## src/rtl/stack_arbiter.sv

```systemverilog
// rtl/stack_arbiter.sv - round-robin push/pop arbiter in front of a shared stack, with flush drain
// Defining STACK_ARBITER_STATS_EN adds saturating push/pop/stall counters.
module stack_arbiter #(
  parameter int WIDTH   = 32,
  parameter int NUM_REQ = 4
) (
  input  logic                     clk,
  input  logic                     reset_n,
  input  logic [NUM_REQ-1:0]       req_valid,
  input  logic [NUM_REQ-1:0]       req_push,
  input  logic [NUM_REQ*WIDTH-1:0] req_data,
  output logic [NUM_REQ-1:0]       req_ready,
  output logic [NUM_REQ-1:0]       rsp_valid,
  output logic [WIDTH-1:0]         rsp_data,
  input  logic                     flush,
  output logic                     flush_done,
  output logic                     stk_push,
  output logic                     stk_pop,
  output logic [WIDTH-1:0]         stk_data_in,
  input  logic [WIDTH-1:0]         stk_data_out,
  input  logic                     stk_empty,
  input  logic                     stk_full
`ifdef STACK_ARBITER_STATS_EN
  ,
  output logic [31:0]              push_count,
  output logic [31:0]              pop_count,
  output logic [31:0]              stall_count
`endif
);

  localparam int PW = $clog2(NUM_REQ);

  typedef enum logic {RUN = 1'b0, FLUSH = 1'b1} state_t;

  state_t          state, state_next;
  logic [PW-1:0]   ptr;
  logic [NUM_REQ-1:0] eligible;
  logic            grant_found;
  logic            grant_push;
  logic [PW-1:0]   grant_idx;
  logic [PW-1:0]   cand_idx;
  int              cand;
  logic            flush_done_next;

  always_comb begin
    eligible = '0;
    for (int i = 0; i < NUM_REQ; i++) begin
      eligible[i] = req_valid[i] & (req_push[i] ? !stk_full : !stk_empty);
    end
  end

  // Search starts one above the last winner so every requester gets a turn.
  always_comb begin
    grant_found = 1'b0;
    grant_idx   = ptr;
    cand        = 0;
    cand_idx    = '0;
    if (state == RUN) begin
      for (int k = 1; k <= NUM_REQ; k++) begin
        cand = int'(ptr) + k;
        if (cand >= NUM_REQ) cand = cand - NUM_REQ;
        cand_idx = PW'(cand);
        if (!grant_found && eligible[cand_idx]) begin
          grant_found = 1'b1;
          grant_idx   = cand_idx;
        end
      end
    end
  end

  assign grant_push = req_push[grant_idx];

  always_comb begin
    state_next      = state;
    req_ready       = '0;
    stk_push        = 1'b0;
    stk_pop         = 1'b0;
    flush_done_next = 1'b0;
    case (state)
      RUN: begin
        if (grant_found) begin
          req_ready[grant_idx] = 1'b1;
          stk_push             = grant_push;
          stk_pop              = !grant_push;
        end
        if (flush) state_next = FLUSH;
      end
      FLUSH: begin
        if (!stk_empty) begin
          stk_pop = 1'b1;
        end else begin
          flush_done_next = 1'b1;
          state_next      = RUN;
        end
      end
      default: state_next = RUN;
    endcase
  end

  always_comb begin
    stk_data_in = '0;
    for (int i = 0; i < NUM_REQ; i++) begin
      if (grant_idx == PW'(i)) stk_data_in = req_data[i*WIDTH +: WIDTH];
    end
  end

  // Flush pops also raise stk_pop, so responses are tied to granted pops only.
  always_ff @(posedge clk or negedge reset_n) begin
    if (!reset_n) begin
      state      <= RUN;
      ptr        <= PW'(NUM_REQ - 1);
      rsp_valid  <= '0;
      rsp_data   <= '0;
      flush_done <= 1'b0;
    end else begin
      state      <= state_next;
      flush_done <= flush_done_next;
      rsp_valid  <= '0;
      if (grant_found) begin
        ptr <= grant_idx;
        if (!grant_push) begin
          rsp_valid <= req_ready;
          rsp_data  <= stk_data_out;
        end
      end
    end
  end

`ifdef STACK_ARBITER_STATS_EN
  always_ff @(posedge clk or negedge reset_n) begin
    if (!reset_n) begin
      push_count  <= '0;
      pop_count   <= '0;
      stall_count <= '0;
    end else begin
      if (grant_found && grant_push && push_count != '1) push_count <= push_count + 32'd1;
      if (grant_found && !grant_push && pop_count != '1) pop_count <= pop_count + 32'd1;
      if (state == RUN && (|req_valid) && !grant_found && stall_count != '1)
        stall_count <= stall_count + 32'd1;
    end
  end
`endif

endmodule

```

## config.mk

```make
export PLATFORM = sky130hd
export DESIGN_NAME = stack_arbiter
export DESIGN_NICKNAME = d
export VERILOG_FILES = /design/src/rtl/stack_arbiter.sv
export SDC_FILE = /design/constraint.sdc
export NUM_CORES = 1
export LEC_CHECK = 0
export ABC_AREA = 1
export ABC_CLOCK_PERIOD_IN_PS = 2700
export CORE_AREA = 2 2 121 88
export CTS_BUF_LIST = sky130_fd_sc_hd__clkbuf_2 sky130_fd_sc_hd__clkbuf_4 sky130_fd_sc_hd__clkbuf_8
export DETAILED_ROUTE_END_ITERATION = 10
export DIE_AREA = 0 0 123 90
export GPL_TIMING_DRIVEN = 0
export PLACE_DENSITY = 0.77
export SLEW_MARGIN = 20
export SYNTH_ARGS = -nofsm -noshare
export SYNTH_HDL_FRONTEND = slang
export SYNTH_SLANG_ARGS = --single-unit
export TNS_END_PERCENT = 100
```

## constraint.sdc

```tcl
create_clock -name clk -period 2.7 [get_ports clk]
set_clock_uncertainty 0.05 [all_clocks]
set_input_delay 0.54 -clock clk [delete_from_list [all_inputs] [get_ports clk]]
set_output_delay 0.54 -clock clk [all_outputs]
set_load 0.01 [all_outputs]
```

==> impl_metrics.json, run 1 <==
{
  "place_inst": 810,
  "die_h_um": 90,
  "arrival_ns": 2.82,
  "core_area_sq_um": 10010,
  "ys_seq_area_share_pct": 34.67,
  "first_iter_violations": 346,
  "cts_tree": "yes",
  "worst_pin_slew_ns": 0.4348,
  "hold_path.class": "in2async",
  "synth_top_cell_area_share_pct": 32.86,
  "cts_max_path_buffers": 2,
  "leakage_nw": 2.856,
  "clock.fmax_mhz": 293.4,
  "area_growth_pct": 114.9,
  "synthTopCellsByArea": "dfrtp_1 (33%), nand2_1 (20%), nand4_1 (16%)",
  "synth_top_area_cell": "dfrtp_1",
  "r2r_setup_slack_ns": -0.04,
  "cts_buffers": 5,
  "vias": 4415,
  "netlist-cell-type-count": 25,
  "cp_max_fo": 10,
  "cts_sinks": 40,
  "grt_max_degree": 30,
  "critPathCaptureType": "output port",
  "p_per_area_nw_per_um2": 1343,
  "critical_path_class": "reg2out",
  "cts_hold_buffers": 0,
  "layout_min_cycle_time_ns": 3.408,
  "status": "complete, but fails checks",
  "cts-htree-levels": 2,
  "slew_headroom_pct": 71.01,
  "hpwl_mm": 11.17,
  "wirelength_mm": 15.16,
  "period_share_pct": 126.2,
  "syn_area_sq_um": 2894,
  "io_buffer_count": 247,
  "grt_pass1_wl_mm": 22.32,
  "drt_first_pass_iters": 4,
  "yosysWarnings": 0,
  "synth-seq-cells": 40,
  "crit_start": "ptr[0]$_DFFE_PN1P_",
  "seqPwrFrac_pct": 12.3,
  "grt_setup_unrepaired": "true",
  "via_per_inst": 5.116,
  "ios": 248,
  "grt.total_usage_pct": 25.41,
  "dieArea_sq_um": 11070,
  "timing.rr.start": "ptr[0]$_DFFE_PN1P_",
  "drc": 0,
  "most-common-layout-cells": "clkdlybuf4s50_1 (200), nand2_1 (130), nand3_1 (81), nand4_1 (75)",
  "syn_nets": 603,
  "syn_inst": 430,
  "hold-worst-slack_ns": 0.07986,
  "final_common_cell": "clkdlybuf4s50_1",
  "antenna_cells": 0,
  "initial_core_util_pct": 28.92,
  "setup_slack_ns": -0.7080,
  "die_x_um": 123,
  "grt_pass1_vias": 4275,
  "start_kind": "register",
  "max_cap_violations": 0,
  "fin_nets": 903,
  "clkPwrFrac_pct": 5.2,
  "hold_viol_final": 0,
  "peakVddDrop_mv": 0.5913,
  "fin_cells": 863,
  "violations": "setup timing",
  "ant_nets": 0,
  "finalMaxSlewViolations": 0,
  "critPathRequiredTime_ns": 2.11,
  "drive_gt1_share_pct": 24.08,
  "combPwrFrac_pct": 82.5,
  "p_int_mw": 4.325,
  "synth_area_per_cell_sq_um": 6.730,
  "path_clk_slew_ns": 0.08,
  "routedWlPerCell_um": 17.57,
  "antenna_found_initial": 0,
  "row_count": 31,
  "cts_root_buffer": "clkbuf_8",
  "finalSetupViolCount": 52,
  "clkLatencyLatePin_ns": 0.28,
  "swShare_pct": 48.23,
  "switching_power_mw": 4.029,
  "overflow": 0,
  "gp_congestion": 0.9475
}
critical path, cell delays in order, from the launching register on:
cell	delay, ns
dfstp_2	0.54
buf_8	0.14
xor2_4	0.20
buf_4	0.14
buf_4	0.10
nand2_1	0.06
nand2_2	0.10
nand3_2	0.08
nand2_1	0.07
nand2_1	0.06
nand2_2	0.09
nand2_4	0.11
buf_6	0.14
nand2_2	0.05
nand2_2	0.06
nand2_4	0.09
nand3_4	0.10
buf_8	0.16
o21ai_2	0.07
buf_2	0.15
through the flow:
step	util, %	setup WS, ns	power [mW]	cell area, sq um	TNS, ns
floorplan	-	-0.03066	3.937	2917	-0.9199
global placement	55.50	-1.451	6.603	5554	-60.25
detailed placement	55.65	-1.528	6.691	5569	-66.03
CTS	59.94	-0.6592	7.839	5998	-21.50
global route	62.14	-0.8741	8.913	6218	-33.49
finish	62.14	-0.7080	8.353	6218	-24.18
path summary, 6_finish.rpt:
kind | endpoint | cells past startpoint
min in group clk | rsp_data[10]$_DFFE_PN0P_ | 2
min reg2reg | rsp_data[10]$_DFFE_PN0P_ | 2
min | rsp_data[26]$_DFFE_PN0P_ | 1
max | stk_pop | 19
max in group asynchronous | ptr[0]$_DFFE_PN1P_ | 2
max reg2reg | rsp_data[2]$_DFFE_PN0P_ | 20
repair_timing:
item | in CTS | in global routing
pin swaps | 18 | 7
gates resized for setup | 247 | 36
endpoints found under the setup margin | 71 | 70
buffers inserted | 28 | 17
cloned | 2 | 1
state kept, by name, indices dropped and copies added (netlist names):
| register | count |
|---|---|
| state | 1 |
| rsp_valid | 4 |
| rsp_data | 32 |
| ptr | 2 |
| flush_done | 1 |
layout make-up:
type	instances	area, sq um
Inverter	14	62.56
Fill cell	879	3789
Multi-Input combinational cell	343	1828
Clock buffer	8	97.59
Timing Repair Buffer	296	2743
Sequential cell	40	1003
Tap cell	132	165.2
Buffer	30	319.1
cells in the mapped netlist:
cell / n
nand2_1: 155
nand3_1: 84
nand4_1: 75
dfrtp_1: 38
buf_2: 15
nor2_1: 13
clkbuf_1: 12
inv_1: 11
nand2_2: 6
buf_6: 3
buf_4: 2
dfstp_2: 2
inv_2: 2
a21oi_1: 1
a21oi_2: 1
a21oi_4: 1
clkbuf_2: 1
clkinv_1: 1
nand2_4: 1
nand3_2: 1
nand3_4: 1
nor2_4: 1
o21ai_0: 1
o21ai_1: 1
xor2_2: 1
metal layers:
| metal | routed length (um) | global-route usage [%] | vias to the layer above |
|---|---|---|---|
| met5 | 0 | 0 | - |
| met4 | 392 | 8.144 | 0 |
| met3 | 1109 | 5.076 | 28 |
| met2 | 7185 | 41.44 | 187 |
| met1 | 6474 | 33.53 | 2101 |
| li1 | - | - | 2099 |
power groups by stage:
stage | clock network, mW | registers, mW | logic, mW
global route | 0.468 | 1.06 | 7.39
CTS | 0.445 | 1.03 | 6.36
floorplan | 0 | 1.13 | 2.81
finish | 0.431 | 1.03 | 6.89
detailed placement | 0 | 1.02 | 5.67
global placement | 0 | 1.01 | 5.59
logic make-up after synthesis:
kind of cell | Yosys count | share of synthesized area (%)
flops | 40 | 34.67
simple gates | 337 | 55.56
xor+xnor | 1 | 0.5622
buf+inv | 47 | 7.825
compound gates | 5 | 1.383
(Power assumes the default switching activity.)
==> run 2, diff against run 1 <==
--- a/config.mk
+++ b/config.mk
@@ -7,12 +7,11 @@
 export LEC_CHECK = 0
 export ABC_AREA = 1
 export ABC_CLOCK_PERIOD_IN_PS = 2700
-export CORE_AREA = 2 2 121 88
-export CTS_BUF_LIST = sky130_fd_sc_hd__clkbuf_2 sky130_fd_sc_hd__clkbuf_4 sky130_fd_sc_hd__clkbuf_8
+export CORE_AREA = 2 2 123 89
 export DETAILED_ROUTE_END_ITERATION = 10
-export DIE_AREA = 0 0 123 90
+export DIE_AREA = 0 0 125 91
 export GPL_TIMING_DRIVEN = 0
-export PLACE_DENSITY = 0.77
+export PLACE_DENSITY = 0.76
 export SLEW_MARGIN = 20
 export SYNTH_ARGS = -nofsm -noshare
 export SYNTH_HDL_FRONTEND = slang
==> run 2 against run 1 <==
  * The run still ends with setup timing left
  * Combinational power fell by 2%
  * Core utilization down 0.83 points
  * Global-route usage about the same
  * Routed wire length rose by 1.0%
  * Worst hold slack lost 0.0028 ns
  * Register-to-register slack improved by 0.09 ns
  * Via count is 0.39% lower
  * Sequential power about the same
  * Worst setup slack improved by 0.055 ns
  * Sequential share of layout area is essentially flat
  * Die area increased by 2.8%
  * Clock power rose by 36%
==> impl_metrics.json, run 2 (synthesized netlist as in run 1, its figures left out) <==
{
  "area_growth_pct": 115.3,
  "finalSetupViolCount": 38,
  "grt.total_usage_pct": 25.38,
  "cts_max_path_buffers": 2,
  "clkLatencyLatePin_ns": 0.27,
  "top_regs": "rsp_data: 32 flops, rsp_valid: 4 flops, ptr: 2 flops",
  "fin_nets": 898,
  "die_h_um": 91,
  "core_area_sq_um": 10160,
  "reg2regPathDepth": 17,
  "start_kind": "register",
  "final_common_cell": "clkdlybuf4s50_1",
  "violations": "setup timing",
  "dieArea_sq_um": 11380,
  "vias": 4398,
  "r2r_setup_slack_ns": 0.05,
  "p_per_area_nw_per_um2": 1350,
  "slew_headroom_pct": 67.68,
  "largest_reg_flops": 32,
  "timing.rr.start": "ptr[1]$_DFFE_PN1P_",
  "routedWlPerCell_um": 17.85,
  "initial_core_util_pct": 28.48,
  "finalMaxSlewViolations": 0,
  "arrival_ns": 2.76,
  "crit_path_top_delay_cell": "dfstp_2",
  "setup_slack_ns": -0.6530,
  "max_cap_violations": 0,
  "hold_path.class": "in2async",
  "cts_buffers": 5,
  "cts_tree": "yes",
  "regMostFlops": "rsp_data",
  "io_buffer_count": 247,
  "path_clk_slew_ns": 0.06,
  "hpwl_mm": 11.64,
  "grt_pass1_wl_mm": 23.35,
  "seqPwrFrac_pct": 12.4,
  "peakVddDrop_mv": 0.5102,
  "grt_setup_unrepaired": "true",
  "overflow": 0,
  "critical_path_class": "reg2out",
  "cp_max_fo": 8,
  "status": "complete, but fails checks",
  "leakage_nw": 2.839,
  "p_int_mw": 4.415,
  "cts-htree-levels": 2,
  "finalPower_mw": 8.412,
  "most-common-layout-cells": "clkdlybuf4s50_1 (200), nand2_1 (132), nand3_1 (77), nand4_1 (75), dfrtp_1 (38)",
  "die_x_um": 125,
  "drt_first_pass_iters": 6,
  "drc": 0,
  "period_share_pct": 124.2,
  "combPwrFrac_pct": 80.6,
  "crit_chain": "buf_8 > buf_4 > nand4_1 > nand3_2 > nand2_4 > nand2_2 > nand2_2 > nand2_1 > nand2_1 > nand2_2 > nand2_4 > a21oi_4 > buf_6 > nor2_4 > buf_6 > buf_4 > nand2_1 > nand4_1 > buf_2",
  "first_iter_violations": 325,
  "drive_gt1_share_pct": 23.42,
  "grt_max_degree": 31,
  "layout_min_cycle_time_ns": 3.353,
  "hold_viol_final": 0,
  "clkPwrFrac_pct": 7.0,
  "grt_pass1_vias": 4347,
  "row_count": 31,
  "cts_hold_buffers": 0,
  "worst_pin_slew_ns": 0.4848,
  "critPathRequiredTime_ns": 2.11,
  "clock.fmax_mhz": 298.2,
  "slowest_delay_ns": 0.53,
  "cts_root_buffer": "clkbuf_16",
  "antenna_cells": 0,
  "critPathCaptureType": "output port",
  "fin_setup_tns_ns": -22.03,
  "wirelength_mm": 15.31,
  "via_per_inst": 5.126,
  "swShare_pct": 47.52,
  "ios": 248,
  "gp_congestion": 0.9834,
  "antenna_found_initial": 0,
  "switching_power_mw": 3.997,
  "r2r-end": "rsp_data[8]$_DFFE_PN0P_",
  "ant_nets": 0,
  "cts_sinks": 40
}
[run 2: changes by cell type in the layout (fill, tap and decap cells not counted), sizes merged]
cell           previous run  this run
inv                      14        13
clkinv                    0         1
buf                     106       100
clkdlybuf4s15             1         2
dlygate4sd2               6         5
clkbuf                   20        21
[run 2: area by class of cell]
type	instances	area, sq um
Fill cell	933	3931
Inverter	14	56.30
Tap cell	132	165.2
Timing Repair Buffer	290	2693
Sequential cell	40	1003
Multi-Input combinational cell	343	1844
Clock buffer	8	146.4
Buffer	31	322.8
[run 2: how the worst max path moves through the flow]
stage,startpoint,end,slack (ns),depth (start not counted)
4_1_cts,ptr[0]$_DFFE_PN1P_,stk_data_in[25],-0.62,19
6_report,ptr[0]$_DFFE_PN1P_,stk_data_in[30],-0.65,19
3_3_place_gp,stk_empty,stk_data_in[6],-1.40,17
2_1_floorplan,ptr[1]$_DFFE_PN1P_,stk_data_in[10],-0.03,13
5_1_grt,ptr[0]$_DFFE_PN1P_,stk_data_in[25],-0.83,19
3_5_place_dp,stk_empty,stk_data_in[6],-1.44,16
[run 2: worst max-delay path: cells and delay by family, from the launching register on]
| family | cells | cell delay, ns |
|---|---|---|
| AND/OR/NAND/NOR | 12 | 0.92 |
| buffers and inverters | 6 | 0.83 |
| flip-flops | 1 | 0.53 |
| AO/OA/AOI/OAI | 1 | 0.21 |
[run 2: per-stage QoR]
stage          hold slack, ns  std cells  setup slack (ns)  instance area (sq um)  util (%)
6_report              0.07710        858           -0.6530                   6231     61.31
5_1_grt               0.09184        858           -0.8272                   6231     61.31
4_1_cts               0.08101        848           -0.6246                   6086     59.89
3_5_place_dp           0.3793        810            -1.439                   5569     54.80
3_3_place_gp           0.4038        809            -1.396                   5554     54.65
2_1_floorplan          0.1944        430          -0.03066                   2917         -
[run 2: per-layer routing]
| metal | share of wire (%) | up-vias | wire length [um] | track usage [%] |
|---|---|---|---|---|
| li1 | - | 2084 | - | - |
| met3 | 6.8 | 20 | 1047 | 4.302 |
| met5 | 0 | - | 0 | 0 |
| met4 | 2.5 | 0 | 381 | 7.315 |
| met1 | 43 | 2099 | 6546 | 33.73 |
| met2 | 48 | 195 | 7338 | 42.57 |
[run 2: power by group through the flow]
stage	clock [mW]	sequential (mW)	combinational, mW
after floorplan	0	1.13	2.81
after global placement	0	1.02	5.61
after detailed placement	0	1.03	5.70
after CTS	0.597	1.05	6.42
after global routing	0.628	1.07	7.29
final	0.585	1.05	6.78
[run 2: what timing repair did]
action,in CTS,in global routing
gates cloned,3,1
setup buffers,28,10
pin swaps,16,19
endpoints found under the setup margin,67,74
resized for setup,251,27
==> run 3, diff against run 2 <==
--- a/config.mk
+++ b/config.mk
@@ -16,4 +16,4 @@
 export SYNTH_ARGS = -nofsm -noshare
 export SYNTH_HDL_FRONTEND = slang
 export SYNTH_SLANG_ARGS = --single-unit
-export TNS_END_PERCENT = 100
+export TNS_END_PERCENT = 20
==> run 3 against run 2 <==
  * The flow still finishes with violations (setup timing)
  * First-iteration DRC count shrank 24%
  * Worst setup slack got worse by 0.0065 ns
  * Fmax fell by 0.19%
  * Routed wire length is 5.4% lower
  * Via count is 1.4% lower
  * Die area is the same
  * Largest cell class unchanged
  * Total power down 5.2%
  * Final cell count down 1.6%
  * Non-clock buffer count shrank 14
  * Critical endpoint is now stk_data_in[26]
  * Largest power group unchanged
  * Core utilization fell by 1.6 points
  * Sequential power about the same
  * Critical path depth down 1
==> impl_metrics.json, run 3 (synthesized netlist as in run 1, its figures left out) <==
{
  "status": "complete, but fails checks",
  "violations": "setup timing",
  "layout_min_cycle_time_ns": 3.360,
  "final_common_cell": "clkdlybuf4s50_1",
  "clkLatencyLatePin_ns": 0.27,
  "grt_max_degree": 31,
  "start_kind": "input pin",
  "critical_path_class": "in2out",
  "ant_nets": 0,
  "max_cap_violations": 0,
  "finalSetupViolCount": 38,
  "fin_area_sq_um": 6072,
  "drt_first_pass_iters": 5,
  "io_buffer_count": 247,
  "dieArea_sq_um": 11380,
  "drive_gt1_share_pct": 20.65,
  "p_per_area_nw_per_um2": 1314,
  "setup_slack_ns": -0.6595,
  "grt_pass1_wl_mm": 22.39,
  "top_regs": "rsp_data: 32 flops, rsp_valid: 4 flops, ptr: 2 flops",
  "wirelength_mm": 14.48,
  "finalMaxSlewViolations": 0,
  "cp_max_fo": 8,
  "placed_area_sq_um": 5567,
  "fin_nets": 884,
  "slowest_delay_ns": 0.49,
  "cts_sinks": 40,
  "hold_path.class": "in2async",
  "first_iter_violations": 246,
  "largest_reg_flops": 32,
  "crit_path_top_delay_cell": "clkdlybuf4s50_1",
  "crit_top_cell": "nand2_1",
  "clock.fmax_mhz": 297.7,
  "gp_congestion": 0.9683,
  "r2r-end": "rsp_data[12]$_DFFE_PN0P_",
  "fillers": 911,
  "dp_slack_ns": -1.460,
  "period_share_pct": 124.4,
  "row_count": 31,
  "grt_setup_unrepaired": "true",
  "slew_headroom_pct": 67.09,
  "most-common-layout-cells": "clkdlybuf4s50_1 (202), nand2_1 (140), nand3_1 (81), nand4_1 (75), dfrtp_1 (38)",
  "antenna_cells": 0,
  "initial_core_util_pct": 28.48,
  "path_clk_slew_ns": 0.06,
  "routedWlPerCell_um": 17.16,
  "final_util_pct": 59.75,
  "die_h_um": 91,
  "critPathCaptureType": "output port",
  "worst_pin_slew_ns": 0.4937,
  "timing.rr.start": "ptr[1]$_DFFE_PN1P_",
  "reg2regPathDepth": 16,
  "hold_viol_final": 0,
  "fin_setup_tns_ns": -22.03,
  "crit_chain": "clkdlybuf4s50_1 > nand4_1 > nand3_4 > nand2_4 > nand2_2 > nand2_1 > nand2_1 > nand2_1 > nand2_1 > nand2_2 > a21oi_4 > buf_6 > nor2_4 > buf_6 > buf_6 > nand2_2 > nand4_1 > buf_4",
  "arrival_ns": 2.77,
  "finalPower_mw": 7.978,
  "antenna_found_initial": 0,
  "die_x_um": 125,
  "via_per_inst": 5.137,
  "grt.total_usage_pct": 24.25,
  "cts_max_path_buffers": 2,
  "cts_tree": "yes",
  "place_inst": 810,
  "r2r_setup_slack_ns": 0.15,
  "regMostFlops": "rsp_data",
  "core_area_sq_um": 10160,
  "ios": 248,
  "critPathRequiredTime_ns": 2.11,
  "cts_buffers": 5,
  "cts_root_buffer": "clkbuf_16",
  "leakage_nw": 2.747,
  "hpwl_mm": 11.32,
  "hold-worst-slack_ns": 0.08351,
  "cts_hold_buffers": 0,
  "crit_start": "req_valid[1]",
  "vias": 4336,
  "fin_cells": 844,
  "cts-htree-levels": 2,
  "overflow": 0,
  "drc": 0,
  "area_growth_pct": 109.8,
  "peakVddDrop_mv": 0.4622,
  "grt_pass1_vias": 4131
}
[run 3: cell types whose count changed in the layout (fill, tap and decap cells not counted), sizes merged]
cell	before	now
dlymetal6s2s	1	0
dlygate4sd2	5	6
clkbuf	21	19
bufinv	0	1
clkdlybuf4s50	200	202
buf	100	85
[run 3: worst max-delay path, delay by kind of cell]
kind / cells / cell delay [ns]
AOI/OAI and AO/OA: 1 / 0.20
and+or+nand+nor: 12 / 0.96
buffers and inverters: 5 / 1.07
[run 3: area by class of cell]
cell class              count  area, sq um  area share [%]
clock inverters             1        30.03          0.4945
flip-flops and latches     40         1003           16.53
plain buffers              32        319.1           5.254
inverters                  14        53.80          0.8861
repair buffers            275         2554           42.06
multi-input cells         343         1794           29.55
well taps                 132        165.2           2.720
clock buffers               7        152.6           2.514
[run 3: what timing repair did]
| action | CTS | global route |
|---|---|---|
| cloned | 2 | 0 |
| gates resized for setup | 227 | 25 |
| pin swaps | 16 | 15 |
| setup endpoints to repair | 71 | 62 |
| endpoints found under the hold margin | 0 | 0 |
| setup buffers | 22 | 3 |
[run 3: routing by layer]
layer	vias to the layer above	part of all wire [%]	track usage (%)
met4	0	2.9	7.407
met5	-	0	0
met1	2045	43	33.60
li1	2063	-	-
met3	26	6.9	4.302
met2	202	47	38.63
[run 3: worst max-delay path by stage]
stage / end / slack [ns] / depth (start not counted)
6_report: stk_data_in[26] / -0.66 / 18
5_1_grt: stk_data_in[26] / -0.80 / 19
4_1_cts: stk_data_in[5] / -0.64 / 17
3_5_place_dp: stk_data_in[26] / -1.46 / 15
3_3_place_gp: stk_data_in[26] / -1.40 / 15
2_1_floorplan: req_ready[3] / -0.03 / 15
[run 3: report_power, final]
part | switching [mW] | total (mW) | internal, mW
clock | 0.224 | 0.710 | 0.486
sequential | 0.166 | 1.05 | 0.883
combinational | 3.40 | 6.22 | 2.82
